<file path="src/rtl/button_mode_controller_pkg.sv">
// Shared mode encodings and the mode-step helper for button_mode_controller.
`default_nettype none

package button_mode_controller_pkg;

  typedef enum logic [1:0] {
    MODE_ARITH   = 2'd0,
    MODE_LOGIC   = 2'd1,
    MODE_COMPARE = 2'd2,
    MODE_MAGIC   = 2'd3
  } mode_e;

  // Up/next steps forward, down/previous steps back; both or neither hold.
  function automatic mode_e step_mode(input mode_e cur, input logic [1:0] pulses);
    mode_e nxt;
    nxt = cur;
    case (pulses)
      2'b01:   nxt = mode_e'(cur + 2'd1);
      2'b10:   nxt = mode_e'(cur - 2'd1);
      default: nxt = cur;
    endcase
    return nxt;
  endfunction

endpackage

`default_nettype wire

</file>
<file path="src/rtl/button_mode_controller_conditioner.sv">
// button_conditioner: synchroniser, debounce, press-edge pulse and auto-repeat for one active-low button.
`default_nettype none

module button_conditioner
  import button_mode_controller_pkg::*;
#(
  parameter int DEBOUNCE_CYCLES = 100000,
  parameter int REPEAT_DELAY    = 10000000,
  parameter int REPEAT_PERIOD   = 2500000
) (
  input  logic clock,
  input  logic reset_n,
  input  logic button_n,
  output logic level,
  output logic press
);

  localparam int DB_W = $clog2(DEBOUNCE_CYCLES > 2 ? DEBOUNCE_CYCLES : 2);
  localparam logic [DB_W-1:0] DB_LAST = DB_W'(DEBOUNCE_CYCLES - 1);

  logic            sync_1;
  logic            sync_2;
  logic [DB_W-1:0] db_cnt;
  logic            level_d;
  logic            level_flip;
  logic            repeat_fire;

  assign level_flip = (sync_2 != level) && (db_cnt == DB_LAST);

  always_ff @(posedge clock or negedge reset_n) begin
    if (!reset_n) begin
      sync_1  <= 1'b0;
      sync_2  <= 1'b0;
      db_cnt  <= '0;
      level   <= 1'b0;
      level_d <= 1'b0;
      press   <= 1'b0;
    end else begin
      sync_1  <= ~button_n;
      sync_2  <= sync_1;
      level_d <= level;
      press   <= (level & ~level_d) | repeat_fire;
      if (sync_2 == level) begin
        db_cnt <= '0;
      end else if (level_flip) begin
        db_cnt <= '0;
        level  <= ~level;
      end else begin
        db_cnt <= db_cnt + 1'b1;
      end
    end
  end

  if (REPEAT_DELAY != 0) begin : g_repeat
    localparam int RPT_MAX = (REPEAT_DELAY > REPEAT_PERIOD) ? REPEAT_DELAY : REPEAT_PERIOD;
    localparam int RPT_W   = $clog2(RPT_MAX > 2 ? RPT_MAX : 2);
    localparam logic [RPT_W-1:0] DELAY_LAST  = RPT_W'(REPEAT_DELAY - 1);
    localparam logic [RPT_W-1:0] PERIOD_LAST = RPT_W'(REPEAT_PERIOD - 1);

    logic [RPT_W-1:0] rpt_cnt;
    logic [RPT_W-1:0] elapsed;
    logic [RPT_W-1:0] target_last;
    logic             repeating;

    // Any pulse restarts the interval; a pending release suppresses the repeat.
    assign elapsed     = press ? '0 : rpt_cnt;
    assign target_last = repeating ? PERIOD_LAST : DELAY_LAST;
    assign repeat_fire = level & level_d & ~level_flip & (elapsed == target_last);

    always_ff @(posedge clock or negedge reset_n) begin
      if (!reset_n) begin
        rpt_cnt   <= '0;
        repeating <= 1'b0;
      end else if (!level) begin
        rpt_cnt   <= '0;
        repeating <= 1'b0;
      end else if (repeat_fire) begin
        rpt_cnt   <= '0;
        repeating <= 1'b1;
      end else if (elapsed != target_last) begin
        rpt_cnt <= elapsed + 1'b1;
      end
    end
  end else begin : g_no_repeat
    assign repeat_fire = 1'b0;
  end

endmodule

`default_nettype wire

</file>
<file path="src/rtl/button_mode_controller.sv">
// button_mode_controller: two conditioned buttons stepping a registered 2-bit mode with change strobe.
`default_nettype none

module button_mode_controller
  import button_mode_controller_pkg::*;
#(
  parameter int DEBOUNCE_CYCLES = 100000,
  parameter int REPEAT_DELAY    = 10000000,
  parameter int REPEAT_PERIOD   = 2500000
) (
  input  logic       clock,
  input  logic       reset_n,
  input  logic [1:0] buttons,
  output logic [1:0] button_level,
  output logic [1:0] press,
  output logic [1:0] mode,
  output logic       mode_changed
);

  mode_e mode_q;

  for (genvar i = 0; i < 2; i++) begin : g_button
    button_conditioner #(
      .DEBOUNCE_CYCLES(DEBOUNCE_CYCLES),
      .REPEAT_DELAY   (REPEAT_DELAY),
      .REPEAT_PERIOD  (REPEAT_PERIOD)
    ) u_cond (
      .clock   (clock),
      .reset_n (reset_n),
      .button_n(buttons[i]),
      .level   (button_level[i]),
      .press   (press[i])
    );
  end

  always_ff @(posedge clock or negedge reset_n) begin
    if (!reset_n) begin
      mode_q       <= MODE_ARITH;
      mode_changed <= 1'b0;
    end else begin
      mode_q       <= step_mode(mode_q, press);
      mode_changed <= (press == 2'b01) || (press == 2'b10);
    end
  end

  assign mode = mode_q;

endmodule

`default_nettype wire

</file>
<file path="config.mk">
export PLATFORM = sky130hd
export DESIGN_NAME = button_mode_controller
export DESIGN_NICKNAME = d
export VERILOG_FILES = /design/src/rtl/button_mode_controller_pkg.sv /design/src/rtl/button_mode_controller_conditioner.sv /design/src/rtl/button_mode_controller.sv
export SDC_FILE = /design/constraint.sdc
export NUM_CORES = 1
export LEC_CHECK = 0
export ABC_AREA = 1
export ABC_CLOCK_PERIOD_IN_PS = 2800
export BUFFER_PORTS_ARGS = -buffer_cell sky130_fd_sc_hd__buf_2
export CAP_MARGIN = 20
export CORE_ASPECT_RATIO = 1.5
export CORE_UTILIZATION = 62
export CTS_CLUSTER_SIZE = 8
export DETAILED_ROUTE_END_ITERATION = 7
export PLACE_DENSITY = 0.79
export SETUP_SLACK_MARGIN = 0.5
export SYNTH_ARGS = -nofsm -noshare
export SYNTH_HDL_FRONTEND = slang
export SYNTH_SLANG_ARGS = --single-unit
</file>
<file path="constraint.sdc">
create_clock -name clock -period 2.8 [get_ports clock]
set_input_delay 0.84 -clock clock [delete_from_list [all_inputs] [get_ports clock]]
set_output_delay 0.84 -clock clock [all_outputs]
set_load 0.01 [all_outputs]
</file>
======== Word-level counts from Yosys, hierarchy flattened ========
Index checks and enable logic that the tools add are counted.
cells by class
  add/subtract/negate cells ............... 6
  multiply operators ...................... 0
  div/mod/pow operators ................... 0
  order comparisons ....................... 0
  equality and inequality tests ........... 16
  shift operators ......................... 0
  multiplexer cells ....................... 19
  bitwise gates (word level) .............. 20
  reduce and logical (&&, ||, !) cells .... 6
operators by type and width
  cell                     count
  $mux W24                 10
  $mux W17                 4
  $add A24 B1 Y24 const B  2
  $eq A24 B24 Y1           2
  $ne A24 B24 Y1           2
  $add A17 B1 Y17 const B  2
  $eq A17 B17 Y1 const B   2
  $not A1 Y1               10
  $and A1 B1 Y1            8
  $ne A3 B3 Y1 const B     2
  $mux W1                  4
  $ne A2 B2 Y1 const B     2
  $pmux W2 S2              1
  $reduce_and A2 Y1        2
  $add A2 B1 Y2 const B    1
  $eq A1 B1 Y1             2
  $eq A2 B1 Y1 const B     1
  $eq A2 B2 Y1 const B     1
  $logic_and A1 B1 Y1      2
  $ne A1 B1 Y1             2
  $or A1 B1 Y1             2
  $reduce_bool A2 Y1       1
  $sub A2 B1 Y2 const B    1
  $logic_or A1 B1 Y1       1
word-level totals
  flip-flop bits (word level) ............. 97
  bits in latches ......................... 0
  bits in writable memories ............... 0
  memory bits (read-only) ................. 0
  input bits .............................. 4
  output and inout port bits .............. 7
  logic and storage cells ................. 85
  memories kept ........................... 0

======== Depth between registers and ports, before layout ========
  word-level depth ........................ 7
  gate-level depth with buffers ........... 17

======== Cells and area by module ========
A second synthesis with hierarchy kept.
unflattened totals
  cells, all modules ...................... 868
  area, all modules ....................... 6152.2 µm²
by module, submodules not included
  module                  instances  cells each  area an instance (µm²)
  button_conditioner      2          426         3004.1
  button_mode_controller  1          16          143.9

======== Least setup slack after synthesis ========
No wires, ideal clock.
  kind .................................... register to register
  from .................................... reg g_button[1].u_cond.press
  to ...................................... reg g_button[1].u_cond.g_repeat.rpt_cnt[12]
  arrival ................................. 2.249 ns
  setup slack ............................. 0.429 ns
  cell stages (with the launch flop) ...... 18
  buffers on the path ..................... 4
  period minus slack after synthesis ...... 2.371 ns
  path through ............................ dfrtp_1 -> buf_4 -> inv_4 -> buf_6 -> buf_6 -> clkbuf_1 -> nand2_1 -> inv_1 -> ha_1 -> nand3_1 -> inv_1 -> nand2_1 -> nor2_1 -> nand3_1 -> nor2_1 -> nor2_2 -> nand2_1 -> nand2_1
between the ends
  longest elaborated chain between the ends .. 5
RTL lines
  what                                                      RTL line                                                                            text
  start: declaration                                        button_mode_controller_conditioner.sv:15                                            output logic press
  start signal: assignment                                  button_mode_controller_conditioner.sv:42                                            press <= (level & ~level_d) | repeat_fire;
  $mux W24 *                                                button_mode_controller_conditioner.sv:66                                            assign elapsed = press ? '0 : rpt_cnt;
  $add A24 B1 Y24 / $eq A24 B24 Y1 (equally long branches)  button_mode_controller_conditioner.sv:81, button_mode_controller_conditioner.sv:68
  $mux W24 / $and A1 B1 Y1 (equally long branches)          button_mode_controller_conditioner.sv:80, button_mode_controller_conditioner.sv:68
  $mux W24                                                  button_mode_controller_conditioner.sv:77                                            end else if (repeat_fire) begin
  $mux W24                                                  button_mode_controller_conditioner.sv:74                                            end else if (!level) begin
  end signal: assignment                                    button_mode_controller_conditioner.sv:81                                            rpt_cnt <= elapsed + 1'b1;
  end: declaration                                          button_mode_controller_conditioner.sv:60                                            logic [RPT_W-1:0] rpt_cnt;
Every way passes the cells marked *; elsewhere a longest branch is shown, timed or not. The select of a mux whose other input is x is not followed.
A chain may end at the register's enable or synchronous reset.

======== Final worst setup path ========
  from .................................... reg g_button[0].u_cond.press
  to ...................................... reg g_button[0].u_cond.g_repeat.rpt_cnt[15]
between the ends
  longest elaborated chain between the ends .. 5
RTL lines
  what                                                      RTL line
  start: declaration                                        button_mode_controller_conditioner.sv:15
  start signal: assignment                                  button_mode_controller_conditioner.sv:42
  $mux W24 *                                                button_mode_controller_conditioner.sv:66
  $add A24 B1 Y24 / $eq A24 B24 Y1 (equally long branches)  button_mode_controller_conditioner.sv:81, button_mode_controller_conditioner.sv:68
  $mux W24 / $and A1 B1 Y1 (equally long branches)          button_mode_controller_conditioner.sv:80, button_mode_controller_conditioner.sv:68
  $mux W24                                                  button_mode_controller_conditioner.sv:77
  $mux W24                                                  button_mode_controller_conditioner.sv:74
  end signal: assignment                                    button_mode_controller_conditioner.sv:81
  end: declaration                                          button_mode_controller_conditioner.sv:60
Marked as above.

==> impl_metrics.ini <==
[status]
run_status = finished clean

[pwr]
p_comb_share_pct = 2.1
p_sw_mw = 0.603
switching_share_pct = 21.7
cellLeakagePower_nw = 3.21
power.density_nw_per_um2 = 428
vdd_drop_max_uv = 316
p_seq_share_pct = 51.0
p_total_mw = 2.78
p_int_mw = 2.18
clkPwrFrac_pct = 46.9

[min_path]
hp-class = flip-flop to flip-flop

[grt]
grtUsageTotal_pct = 34.2
overflow = 0
antenna_found_initial = 0
grt_pass1_wl_mm = 25.4
first_global_vias = 5215
grt_max_degree = 71

[yosys]
synthCells = 842
ys_warn_count = 0
synthesis.nets = 851
synth_common_cells = nand2_1 (227), nor2_1 (149), dfrtp_1 (97)
synth_area_leader_cell = dfrtp_1
ys_ff_latch = 97
synth-main-ff-cell = dfrtp_1
synthDistinctLibCells = 36
post-synth-top-count-cell = nand2_1
synth_edf_count = 0
synth.area.top_cells = dfrtp_1 (41%), nand2_1 (14%), nor2_1 (9.4%)
yosysSeqAreaShare_pct = 40.8
synth.cell_area_um2 = 5960
synth_top_area_share_pct = 40.8
synthArstFlopShare_pct = 100
syn_avg_cell_area_um2 = 7.07

[clock_network]
clkTransAtPathRegs_ns = 0.07
cts_buffer_depth = 2
cts_tree = done
numCtsBuffers = 9
cts.sinks = 97
h-tree-depth = 3
cts_hold_buffers = 0
cts_root_buf = clkbuf_16
insertion_delay_ns = 0.35

[die]
die_h_um = 122
initial_core_util_pct = 64.0
coreArea_um2 = 9310
die_area_um2 = 10000
die_w_um = 82.0
io_pins = 11
core.rowCount = 43

[sta]
setup_viol = 0
fmax_mhz = 467
finClkSkew_ns = 0.00479
rsz0062_at_grt = yes
period_share_pct = 76.5
max-slew-margin-rel_pct = 58.9
final.setup.tns_ns = 0
setup_ws_ns = 0.659
slew_viol_final = 0
hold_violations = 0
worst_pin_slew_ns = 0.614
period_needed_ns = 2.14

[finish]
diodes = 0
fin_util_pct = 69.7
drive_above_1_share_pct = 8.03
syn_to_final_growth_pct = 8.97
nets = 863

[drt]
drc = 0
wirelength_mm = 15.6
vias_per_cell = 5.74
vias = 5576
drtIter0Drc = 397
drt-pass1-iter-count = 5
drt-wirelength-per-cell_um = 16.0
drtAntennaViolNets = 0

[job]
cap_violations = 0

[placement]
pre_cts_ws_ns = 0.258
dpl.hpwl_mm = 11.1
port_buffers = 10
gp_congestion = 1.05

[setup_path]
required_ns = 3.03
worstPathMaxFanout = 14
crit_type = flip-flop to flip-flop
crit_arrival_ns = 2.38
critPathCaptureType = flip-flop
start_kind = flip-flop
[per-stage QoR]
stage	cells	hold WS, ns	cell area, um^2
after floorplan	842	0.331	5960
after global placement	952	0.337	6070
after detailed placement	952	0.343	6070
after CTS	968	0.358	6400
after global routing	971	0.361	6490
final	971	0.362	6490
[worst paths after layout]
| check | from | endpoint | slack (ns) | cells after the start |
|---|---|---|---|---|
| max | g_button[0].u_cond.press | g_button[0].u_cond.g_repeat.rpt_cnt[15] | 0.66 | 12 |
| min | g_button[0].u_cond.sync_1 | g_button[0].u_cond.sync_2 | 0.36 | 0 |
| max reg2reg | g_button[0].u_cond.press | g_button[0].u_cond.g_repeat.rpt_cnt[15] | 0.66 | 12 |
| min reg2reg | g_button[0].u_cond.sync_1 | g_button[0].u_cond.sync_2 | 0.36 | 0 |
| max in group asynchronous | reset_n | g_button[1].u_cond.level | 1.69 | 2 |
| min in group asynchronous | reset_n | g_button[0].u_cond.db_cnt[2] | 0.41 | 1 |
[power by group through the flow]
stage | clock (mW) | sequential (mW) | combinational [mW]
2_1_floorplan | 0 | 1.44 | 0.0213
3_3_place_gp | 0 | 1.44 | 0.0595
3_5_place_dp | 0 | 1.44 | 0.0614
4_1_cts | 1.32 | 1.42 | 0.0615
5_1_grt | 1.39 | 1.42 | 0.0697
6_report | 1.30 | 1.42 | 0.0592
[critical path: stages (launching register included)]
cell,delay (ns)
dfrtp_1,0.39
buf_4,0.20
nor2_1,0.14
ha_1,0.20
nand4_1,0.12
nor2_1,0.19
nand2_1,0.09
nor2_2,0.20
nand2_4,0.15
nand2_1,0.14
inv_2,0.09
nand2_1,0.07
nand2_1,0.05
[logic make-up after synthesis]
logic type      count (synthesis)  share of synthesized area [%]
simple gates                  529                           39.3
fa+ha+maj                       5                           1.05
xor+xnor                       34                           5.13
buf+inv                       121                           8.80
flops                          97                           40.8
compound gates                 56                           5.00
[final cells by class]
type | count | area [um^2]
clock buffers | 12 | 256
clock inverters | 4 | 56.3
fillers | 827 | 2820
inverters | 103 | 399
multi-input cells | 624 | 3080
flip-flops and latches | 97 | 2430
well taps | 112 | 140
repair buffers | 19 | 133
[metal layers]
layer | part of all wire (%) | global-route usage (%) | routed length [um]
met4 | 4.9 | 20.7 | 757
met2 | 51 | 56.1 | 7940
met1 | 38 | 39.6 | 5960
met3 | 5.7 | 7.79 | 890
met5 | 0 | 0 | 0
[state kept, by name, summed over array words and instances, names as in the netlist]
name / cells
mode: 2
g_button.u_cond.db_cnt: 34
g_button.u_cond.level: 2
g_button.u_cond.level_d: 2
g_button.u_cond.g_repeat.repeating: 2
g_button.u_cond.sync_1: 2
g_button.u_cond.sync_2: 2
mode_changed: 1
g_button.u_cond.press: 2
g_button.u_cond.g_repeat.rpt_cnt: 48
[timing repair]
action	in CTS	in global routing
buffers inserted	0	3
pin swaps	0	3
setup endpoints to repair	34	44
resized for setup	5	16
[cells in the final DEF, fill, tap and decap left out, drive strengths merged]
cell type and instances:
or2 1, nor2 157, nor3b 5, o21ai 36
o22ai 2, a21oi 13, dfrtp 97, and2 1
nand3b 8, a31oi 3, bufinv 1, inv 103
o211a 1, buf 19, nand4 34, xor2 20
clkinv 3, nor3 19, nand3 76, clkbuf 12
o211ai 1, xnor2 14, nand2 228, ha 5
Note: power is estimated with default switching activity, not from simulation.
